### src/rtl/mul_share_arb.sv
// mul_share_arb: round-robin arbiter time-sharing one external unsigned N x N multiplier among NREQ requesters.
// Latency: 2 cycles from request handshake to rsp_valid; one product per cycle while rsp_ready stays high.
// Backpressure: rsp_ready low freezes S2, then S1; req_ready drops to zero once both stages are full.
// Optional build macro MUL_SHARE_ARB_PERF_EN adds cnt_clr and per-requester saturating grant counters (grant_cnt).
// Parameter legality (N a multiple of 4 and >= 4, NREQ in 2..8) is the integrator's responsibility.
module mul_share_arb #(
  parameter  int N    = 8,
  parameter  int NREQ = 4,
  localparam int IDW  = $clog2(NREQ)
) (
  input  logic                 clk,
  input  logic                 rst_n,
  input  logic [NREQ-1:0]      req_valid,
  output logic [NREQ-1:0]      req_ready,
  input  logic [NREQ*N-1:0]    req_a,
  input  logic [NREQ*N-1:0]    req_b,
  output logic [N-1:0]         mul_a,
  output logic [N-1:0]         mul_b,
  input  logic [2*N-1:0]       mul_p,
  output logic                 rsp_valid,
  input  logic                 rsp_ready,
  output logic [IDW-1:0]       rsp_id,
  output logic [2*N-1:0]       rsp_p,
`ifdef MUL_SHARE_ARB_PERF_EN
  input  logic                 cnt_clr,
  output logic [NREQ*16-1:0]   grant_cnt,
`endif
  output logic                 busy
);

  // Round-robin pointer: the requester searched first next time.
  logic [IDW-1:0]  ptr;
  // S1 bookkeeping (operands themselves live in mul_a / mul_b).
  logic            s1_v;
  logic [IDW-1:0]  s1_id;

  logic            s2_acc;
  logic            s1_acc;
  logic [NREQ-1:0] grant;
  logic [IDW-1:0]  gnt_id;
  logic            gnt_any;
  logic            hs;

  // Stage acceptance chain: S2 frees when empty or drained, S1 frees when empty or S2 frees.
  always_comb begin
    s2_acc = !rsp_valid | rsp_ready;
    s1_acc = !s1_v | s2_acc;
  end

  // Round-robin search starting at ptr, wrapping modulo NREQ.
  always_comb begin
    grant   = '0;
    gnt_id  = '0;
    gnt_any = 1'b0;
    for (int k = 0; k < NREQ; k++) begin
      if (!gnt_any && req_valid[(int'(ptr) + k) % NREQ]) begin
        gnt_any = 1'b1;
        gnt_id  = IDW'((int'(ptr) + k) % NREQ);
      end
    end
    if (gnt_any) grant[gnt_id] = 1'b1;
  end

  // Handshake and ready; ready is forced low while reset is asserted.
  always_comb begin
    hs        = gnt_any & s1_acc;
    req_ready = grant & {NREQ{s1_acc & rst_n}};
    busy      = s1_v | rsp_valid;
  end

  // S1: capture granted operands; operands hold their last value when idle to avoid toggling the multiplier.
  always_ff @(posedge clk or negedge rst_n) begin
    if (!rst_n) begin
      ptr   <= '0;
      s1_v  <= 1'b0;
      s1_id <= '0;
      mul_a <= '0;
      mul_b <= '0;
    end else if (s1_acc) begin
      s1_v <= hs;
      if (hs) begin
        s1_id <= gnt_id;
        mul_a <= req_a[int'(gnt_id)*N +: N];
        mul_b <= req_b[int'(gnt_id)*N +: N];
        ptr   <= (int'(gnt_id) == NREQ-1) ? '0 : gnt_id + 1'b1;
      end
    end
  end

  // S2: register the product when S1 is full and S2 can take it; empties on drain.
  always_ff @(posedge clk or negedge rst_n) begin
    if (!rst_n) begin
      rsp_valid <= 1'b0;
      rsp_id    <= '0;
      rsp_p     <= '0;
    end else if (s2_acc) begin
      rsp_valid <= s1_v;
      if (s1_v) begin
        rsp_id <= s1_id;
        rsp_p  <= mul_p;
      end
    end
  end

`ifdef MUL_SHARE_ARB_PERF_EN
  // Per-requester grant counters, saturating; clear wins over increment.
  always_ff @(posedge clk or negedge rst_n) begin
    if (!rst_n) begin
      grant_cnt <= '0;
    end else if (cnt_clr) begin
      grant_cnt <= '0;
    end else if (hs && grant_cnt[int'(gnt_id)*16 +: 16] != 16'hFFFF) begin
      grant_cnt[int'(gnt_id)*16 +: 16] <= grant_cnt[int'(gnt_id)*16 +: 16] + 16'd1;
    end
  end
`endif

endmodule

### config.mk
export PLATFORM = sky130hd
export DESIGN_NAME = mul_share_arb
export DESIGN_NICKNAME = d
export VERILOG_FILES = /design/src/rtl/mul_share_arb.sv
export SDC_FILE = /design/constraint.sdc
export NUM_CORES = 1
export LEC_CHECK = 0
export CAP_MARGIN = 20
export CORE_MARGIN = 3
export CORE_UTILIZATION = 35
export CTS_BUF_LIST = sky130_fd_sc_hd__clkbuf_4 sky130_fd_sc_hd__clkbuf_8 sky130_fd_sc_hd__clkbuf_16
export DETAILED_ROUTE_END_ITERATION = 10
export PLACE_DENSITY_LB_ADDON = 0.12
export SYNTH_ARGS = -nofsm -noshare
export SYNTH_HDL_FRONTEND = slang
export SYNTH_SLANG_ARGS = --single-unit
### constraint.sdc
create_clock -name clk -period 2.2 [get_ports clk]
set_clock_uncertainty 0.2 [all_clocks]
set_input_delay 0.44 -clock clk [delete_from_list [all_inputs] [get_ports clk]]
set_output_delay 0.44 -clock clk [all_outputs]
set_load 0.02 [all_outputs]
==> reports/qor.csv, run 1 <==
metric,value,unit
status,finished with violations,
failing checks,setup timing,
Lkg Pwr,1.69,nW
via count,2070,
H-tree levels,2,
met2 usage,0.301,
Port Buffers,126,
largest net degree at the start of global routing,40,
Fin. Hold Viols,0,
worst hold slack,0.279,ns
# diodes,0,
Die W,86.1,um
Post-Synth Simple-Gate Area,0.141,
setup violators final,4,
Area Growth Syn to Fin,86.2,%
CORE AREA,0.00606,mm2
iteration count of the initial detailed-routing pass,4,
"Avg Cell Area, Syn",12.5,um2
complex-gate fraction of the synthesized area,0.151,
post-place instance area,0.00377,mm2
final instance area,0.00419,mm2
CTS Buf Count,5,
max_cap viols,0,
GRT busiest layer,met2,
RSZ-0062 raised after global routing,yes,
first-pass GRT wire length,10200,um
met1 Resource Use GR,0.214,
Total Routing Usage GR,0.173,
Synth Area in Adders,0.0111,
crit path DAT,1.81,ns
number of global-route vias before repair,2171,
setup ws final,-0.250,ns
Synth Flop Type,dfrtp_1,
residual DRC count,0,
number of synthesis warnings,0,
mux cell area share after synthesis,0.207,
Synth Net Count,269,
number of flops mapped to enable cells by yosys,0,
Synth area leader,dfrtp_1,
Top Ports,127,
Initial Util,0.371,
drt wl/cell,16.4,um
minimum clock period after layout,2.45,ns
CTS tree,done,
Clock Tree Buf Depth,2,
layout cell share with drive strength beyond 1,0.357,
gr ovfl total,0,
Vias/cell,4.93,
Sink Count,40,
Die ar.,0.00742,mm2
Post-Syn Instances,180,
Synth Area in XOR/XNOR,0,
Worst Hold Class,flip-flop to flip-flop,
post-synthesis sequential area ratio,0.445,
Die Height,86.1,um
VDD IR max,0.453,mV
largest cells by area after synthesis,"dfrtp_1 45%, mux2i_1 11%, mux2_2 9.0%",
Antenna Nets Post-Route,0,
"critical path fanouts, max",3,
most common cell in the netlist,dfrtp_1,
initial antenna violation count,0,
"FF+latch count, synth",40,
"Reg clk slew, reported paths",0.07,ns
Final Cycle Share,1.11,
clk_lat worst skew,0.28,ns
Pwr Density,824,mW/mm2
Post-synth ARST share,1.00,
nets,434,
post-synth top area share,0.445,
Slew @ Worst Pin,0.478,ns
Setup CP Type,input port to output port,
"Distinct cells, synth",38,
met3 GRT Util,0.0355,
Post-Synthesis Cell Area,0.00225,mm2
Commonest cells post-synth,"40 x dfrtp_1, 24 x mux2i_1, 18 x mux2_2, 18 x nand2_1, 10 x nor2_1",
post-DP HPWL,5080,um
largest family of logic cells by synthesized area,multiplexers,
Crit. End Element,output port,
# rows,28,
DR iter-0 viols,37,
final cell count without fillers,420,
dpl cells,401,
GPL Wtd Cong,0.803,
Max Freq,408,MHz
crit start category,input port,
post-layout util,0.691,
WP data required,1.56,ns
Slew HR,0.682,
Root Driver,clkbuf_8,
routed wire length,6880,um
Slew Limit Fails,0,
==> state kept, by name (all words and copies together) (netlist names) <==
register   cells
rsp_p         16
mul_a          8
mul_b          8
ptr            2
rsp_id         2
s1_id          2
rsp_valid      1
s1_v           1
==> report_power, final <==
part / switching [mW] / internal [mW]
registers: 0.118 / 0.923
clock network: 0.243 / 0.215
logic: 0.898 / 1.05
==> through the flow <==
step / setup TNS, ns / setup slack, ns / total power [mW]
after floorplan: -0.201 / -0.0621 / 1.99
after CTS: -0.682 / -0.202 / 3.24
after detailed placement: -11.52 / -0.907 / 2.70
after global placement: -10.69 / -0.853 / 2.68
after global routing: -1.53 / -0.313 / 3.65
final: -0.878 / -0.250 / 3.45
==> critical path, cell delays in order <==
cell,delay [ns]
clkdlybuf4s50_1,0.47
nand3b_1,0.19
nor2b_4,0.24
buf_4,0.16
and3_4,0.19
buf_6,0.11
==> repair_timing <==
| item | CTS | global route |
|---|---|---|
| endpoints found under the setup margin | 24 | 20 |
| gates cloned | 0 | 3 |
| pin swaps | 6 | 10 |
| resized for setup | 40 | 30 |
| buffers inserted | 6 | 3 |
| endpoints found under the hold margin | 1 | 0 |
| hold buffers | 1 | 0 |
==> routing by layer <==
metal / vias up / wire, um
met5: - / 0
met3: 6 / 405
met4: 0 / 83
li1: 1005 / -
met1: 991 / 2770
met2: 68 / 3620
==> layout by cell type, fill, tap and decap left out, drive strengths merged, types with 4 or more instances in the layout <==
cell type      instances
o221ai                 8
nand2b                 4
mux2i                 25
clkbuf                 7
clkdlybuf4s50        116
dlygate4sd2            5
nor3b                  8
a211oi                 8
nor2                  12
mux2                  18
dfrtp                 40
buf                   42
a311oi                 8
nand2                 21
==> layout make-up <==
cell class / instances / area [um2]
Clock buffer: 5 / 68.8
Clock inverter: 2 / 12.5
Fill cell: 461 / 1880
Inverter: 3 / 21.3
Multi-Input combinational cell: 129 / 1360
Sequential cell: 40 / 1000
Tap cell: 75 / 93.8
Timing Repair Buffer: 166 / 1630
==> cell families (layout without fill, tap and decap cells) <==
kind of cell,Yosys count,count (layout)
simple gates,54,55
mux,43,43
buf+inv,12,176
compound gates,29,29
flops,40,40
fa+ha+maj,2,2
==> path summary, 6_finish.rpt <==
kind                                 from           end  slack, ns  cells past startpoint
worst min register to register   s1_id[0]      s1_id[0]       0.28                      2
worst min-delay path             s1_id[0]      s1_id[0]       0.28                      2
min in group asynchronous           rst_n      mul_a[1]       0.38                      2
max in group asynchronous           rst_n        ptr[0]       0.70                      3
worst max-delay path            rsp_ready  req_ready[3]      -0.25                      6
worst max register to register     ptr[1]      mul_a[7]       0.04                      8
No activity file was read; power rests on OpenSTA's default activity.
==> inputs of run 2 (changes only) <==
- GPL_ROUTABILITY_DRIVEN: not set -> 0
==> results of run 2 <==
Final layout, timing and power as in run 1 (identical DEF).
==> inputs of run 3 (changes only) <==
- CORE_ASPECT_RATIO: not set -> 1.5
- SLEW_MARGIN: not set -> 20
- TNS_END_PERCENT: not set -> 100
==> run 3 against run 2 <==
  * The flow still finishes with violations (setup timing)
  * Count of clock-buffer cells in the layout unchanged
  * Via count decreased by 0.19%
  * Worst setup slack gained 0.026 ns
  * Maximum frequency is 1.1% higher
  * Global-route usage rose by 0.59 points
  * Critical path type is now flip-flop to output port
  * Largest cell class unchanged
  * Highest routed layer unchanged
==> reports/qor.csv, run 3 (same netlist as run 1, synthesis figures left out) <==
metric,value,unit,change
worst hold slack,0.110,ns,was 0.279 ns
worst path cell trace,nand2_1 > a311o_1 > nand2_4 > inv_4 > ha_4 > and3_4 > buf_6,,was clkdlybuf4s50_1 > nand3b_1 > nor2b_4 > buf_4 > and3_4 > buf_6
CP peak stage delay,0.44,ns,was 0.47 ns
crit path max-delay cell type,dfrtp_2,,was clkdlybuf4s50_1
worst r2r src,ptr[1],,unchanged
Area Growth Syn to Fin,75.7,%,was 86.2%
Root Driver,clkbuf_8,,unchanged
minimum clock period after layout,2.42,ns,was 2.45 ns
combinational group share of total power,0.504,,was 0.566
RSZ-0062 raised after global routing,yes,,unchanged
top layer in use,met4,,unchanged
multi-input logic area,0.00121,mm2,was 0.00136 mm2
Max Freq,413,MHz,was 408 MHz
first-pass GRT wire length,10600,um,"was 10,200 um"
gr ovfl total,0,,unchanged
routed wire length,6360,um,was 6880 um
R2R depth,7,,was 8
status,finished with violations,,unchanged
clk_lat worst skew,0.29,ns,was 0.28 ns
"Reg clk slew, reported paths",0.09,ns,was 0.07 ns
number of global-route vias before repair,2235,,"was 2,171"
CTS tree,done,,unchanged
Top Registers,"rsp_p (16), mul_a (8), mul_b (8)",,unchanged
Crit. End Element,output port,,unchanged
DR iter-0 viols,83,,was 37
Total Routing Usage GR,0.179,,was 0.173
most frequent cells in the layout,"116 x clkdlybuf4s50_1, 39 x dfrtp_1, 29 x buf_4",,"was 116 x clkdlybuf4s50_1, 38 x dfrtp_1, 34 x buf_4"
Die Height,104,um,was 86.1 um
Fin. Hold Viols,0,,unchanged
# diodes,0,,unchanged
# hold bufs at CTS,0,,was 1
Final Cycle Share,1.10,,was 1.11
H-tree levels,2,,unchanged
switching fraction of total power,0.356,,was 0.365
"commonest non-fill, non-tap cell in the layout",clkdlybuf4s50_1,,unchanged
residual DRC count,0,,unchanged
setup violators final,8,,was 4
sequential cell area,0.00100,mm2,about the same
"CP delay by family, top",flip-flops,,was buffers and inverters
post-DP HPWL,4910,um,was 5080 um
Vias/cell,5.05,,was 4.93
CTS Buf Count,5,,unchanged
Lkg Pwr,1.64,nW,was 1.69 nW
setup TNS,-0.749,ns,was -0.878 ns
Initial Util,0.364,,was 0.371
# rows,35,,was 28
setup ws final,-0.224,ns,was -0.250 ns
failing checks,setup timing,,unchanged
Die W,71.4,um,was 86.1 um
largest net degree at the start of global routing,41,,was 40
crit path DAT,1.78,ns,was 1.81 ns
number of buffers and inverters on the critical path,2,,was 3
Flop pwr share,0.311,,was 0.302
Setup CP Type,flip-flop to output port,,was input port to output port
metal3 WL,503,um,was 405 um
final cell count without fillers,409,,was 420
Clock Tree Buf Depth,2,,unchanged
max reg flops,16,,unchanged
met2 WL,3460,um,was 3620 um
final instance area,0.00395,mm2,was 0.00419 mm2
drt wl/cell,15.6,um,was 16.4 um
total power,3.33,mW,was 3.45 mW
post-layout util,0.639,,was 0.691
dpl cells,395,,was 401
max_cap viols,0,,unchanged
Slew @ Worst Pin,0.510,ns,was 0.478 ns
Top Ports,127,,unchanged
nets,423,,was 434
VDD IR max,0.477,mV,was 0.453 mV
Psw,1.19,mW,was 1.26 mW
iteration count of the initial detailed-routing pass,4,,unchanged
Worst Hold Class,input port to async pin,,was flip-flop to flip-flop
post-place instance area,0.00375,mm2,was 0.00377 mm2
Slew Limit Fails,0,,unchanged
Die ar.,0.00744,mm2,was 0.00742 mm2
CORE AREA,0.00617,mm2,was 0.00606 mm2
initial antenna violation count,0,,unchanged
register bank with the most flops,rsp_p,,unchanged
crit start category,flip-flop,,was input port
Port Buffers,126,,unchanged
Antenna Nets Post-Route,0,,unchanged
Routed met1 length,2260,um,was 2770 um
Pwr Density,844,mW/mm2,was 824 mW/mm2
Worst R2R End,mul_b[7],,was mul_a[7]
layout cell share with drive strength beyond 1,0.284,,was 0.357
Filler Cell Count,536,,was 461
"critical path fanouts, max",4,,was 3
WP data required,1.56,ns,about the same
r2r setup slk,0.11,ns,was 0.04 ns
P_int,2.15,mW,was 2.19 mW
Slew HR,0.660,,was 0.682
power share of the clock group,0.185,,was 0.133
Sink Count,40,,unchanged
Place WS,-0.951,ns,was -0.907 ns
via count,2066,,"was 2,070"
run 3: layer usage:
metal / vias to the layer above / GRT usage
li1: 978 / -
met1: 995 / 0.194
met2: 83 / 0.322
met3: 10 / 0.0474
met4: 0 / 0.0672
met5: - / 0
run 3: power groups by stage:
stage	combinational, mW	clock, mW	sequential, mW
global placement	1.62	0	1.04
finish	1.68	0.618	1.04
detailed placement	1.64	0	1.05
global route	1.80	0.675	1.06
floorplan	0.760	0	1.23
CTS	1.67	0.644	1.04
run 3: repair_timing:
action                                  4_1_cts  5_1_grt
resized for setup                            33        6
pin swaps                                     4        4
endpoints found under the setup margin       21       12
setup buffers                                 5        1
run 3: worst register-to-register path, delay by kind of cell, from the launching register on:
family                 cells  cell delay (ns)
flip-flops                 1             0.44
AO/OA/AOI/OAI              2             0.52
AND/OR/NAND/NOR            2             0.18
buffers and inverters      2             0.34
multiplexers               1             0.28
run 3: layout make-up:
type,count,area share
repair buffers,156,0.382
clock buffers,5,0.0174
flip-flops and latches,40,0.254
multi-input cells,128,0.306
clock inverters,3,0.0117
well taps,74,0.0235
inverters,3,0.00539
run 3: worst max-delay path by stage:
stage	from	to	slack, ns	depth (start not counted)
4_1_cts	req_valid[1]	req_ready[3]	-0.23	8
5_1_grt	ptr[1]	req_ready[2]	-0.29	7
2_1_floorplan	rsp_valid	req_ready[0]	-0.06	6
3_5_place_dp	req_valid[1]	req_ready[3]	-0.95	7
6_report	ptr[1]	req_ready[2]	-0.22	7
3_3_place_gp	req_valid[0]	req_ready[3]	-0.85	8
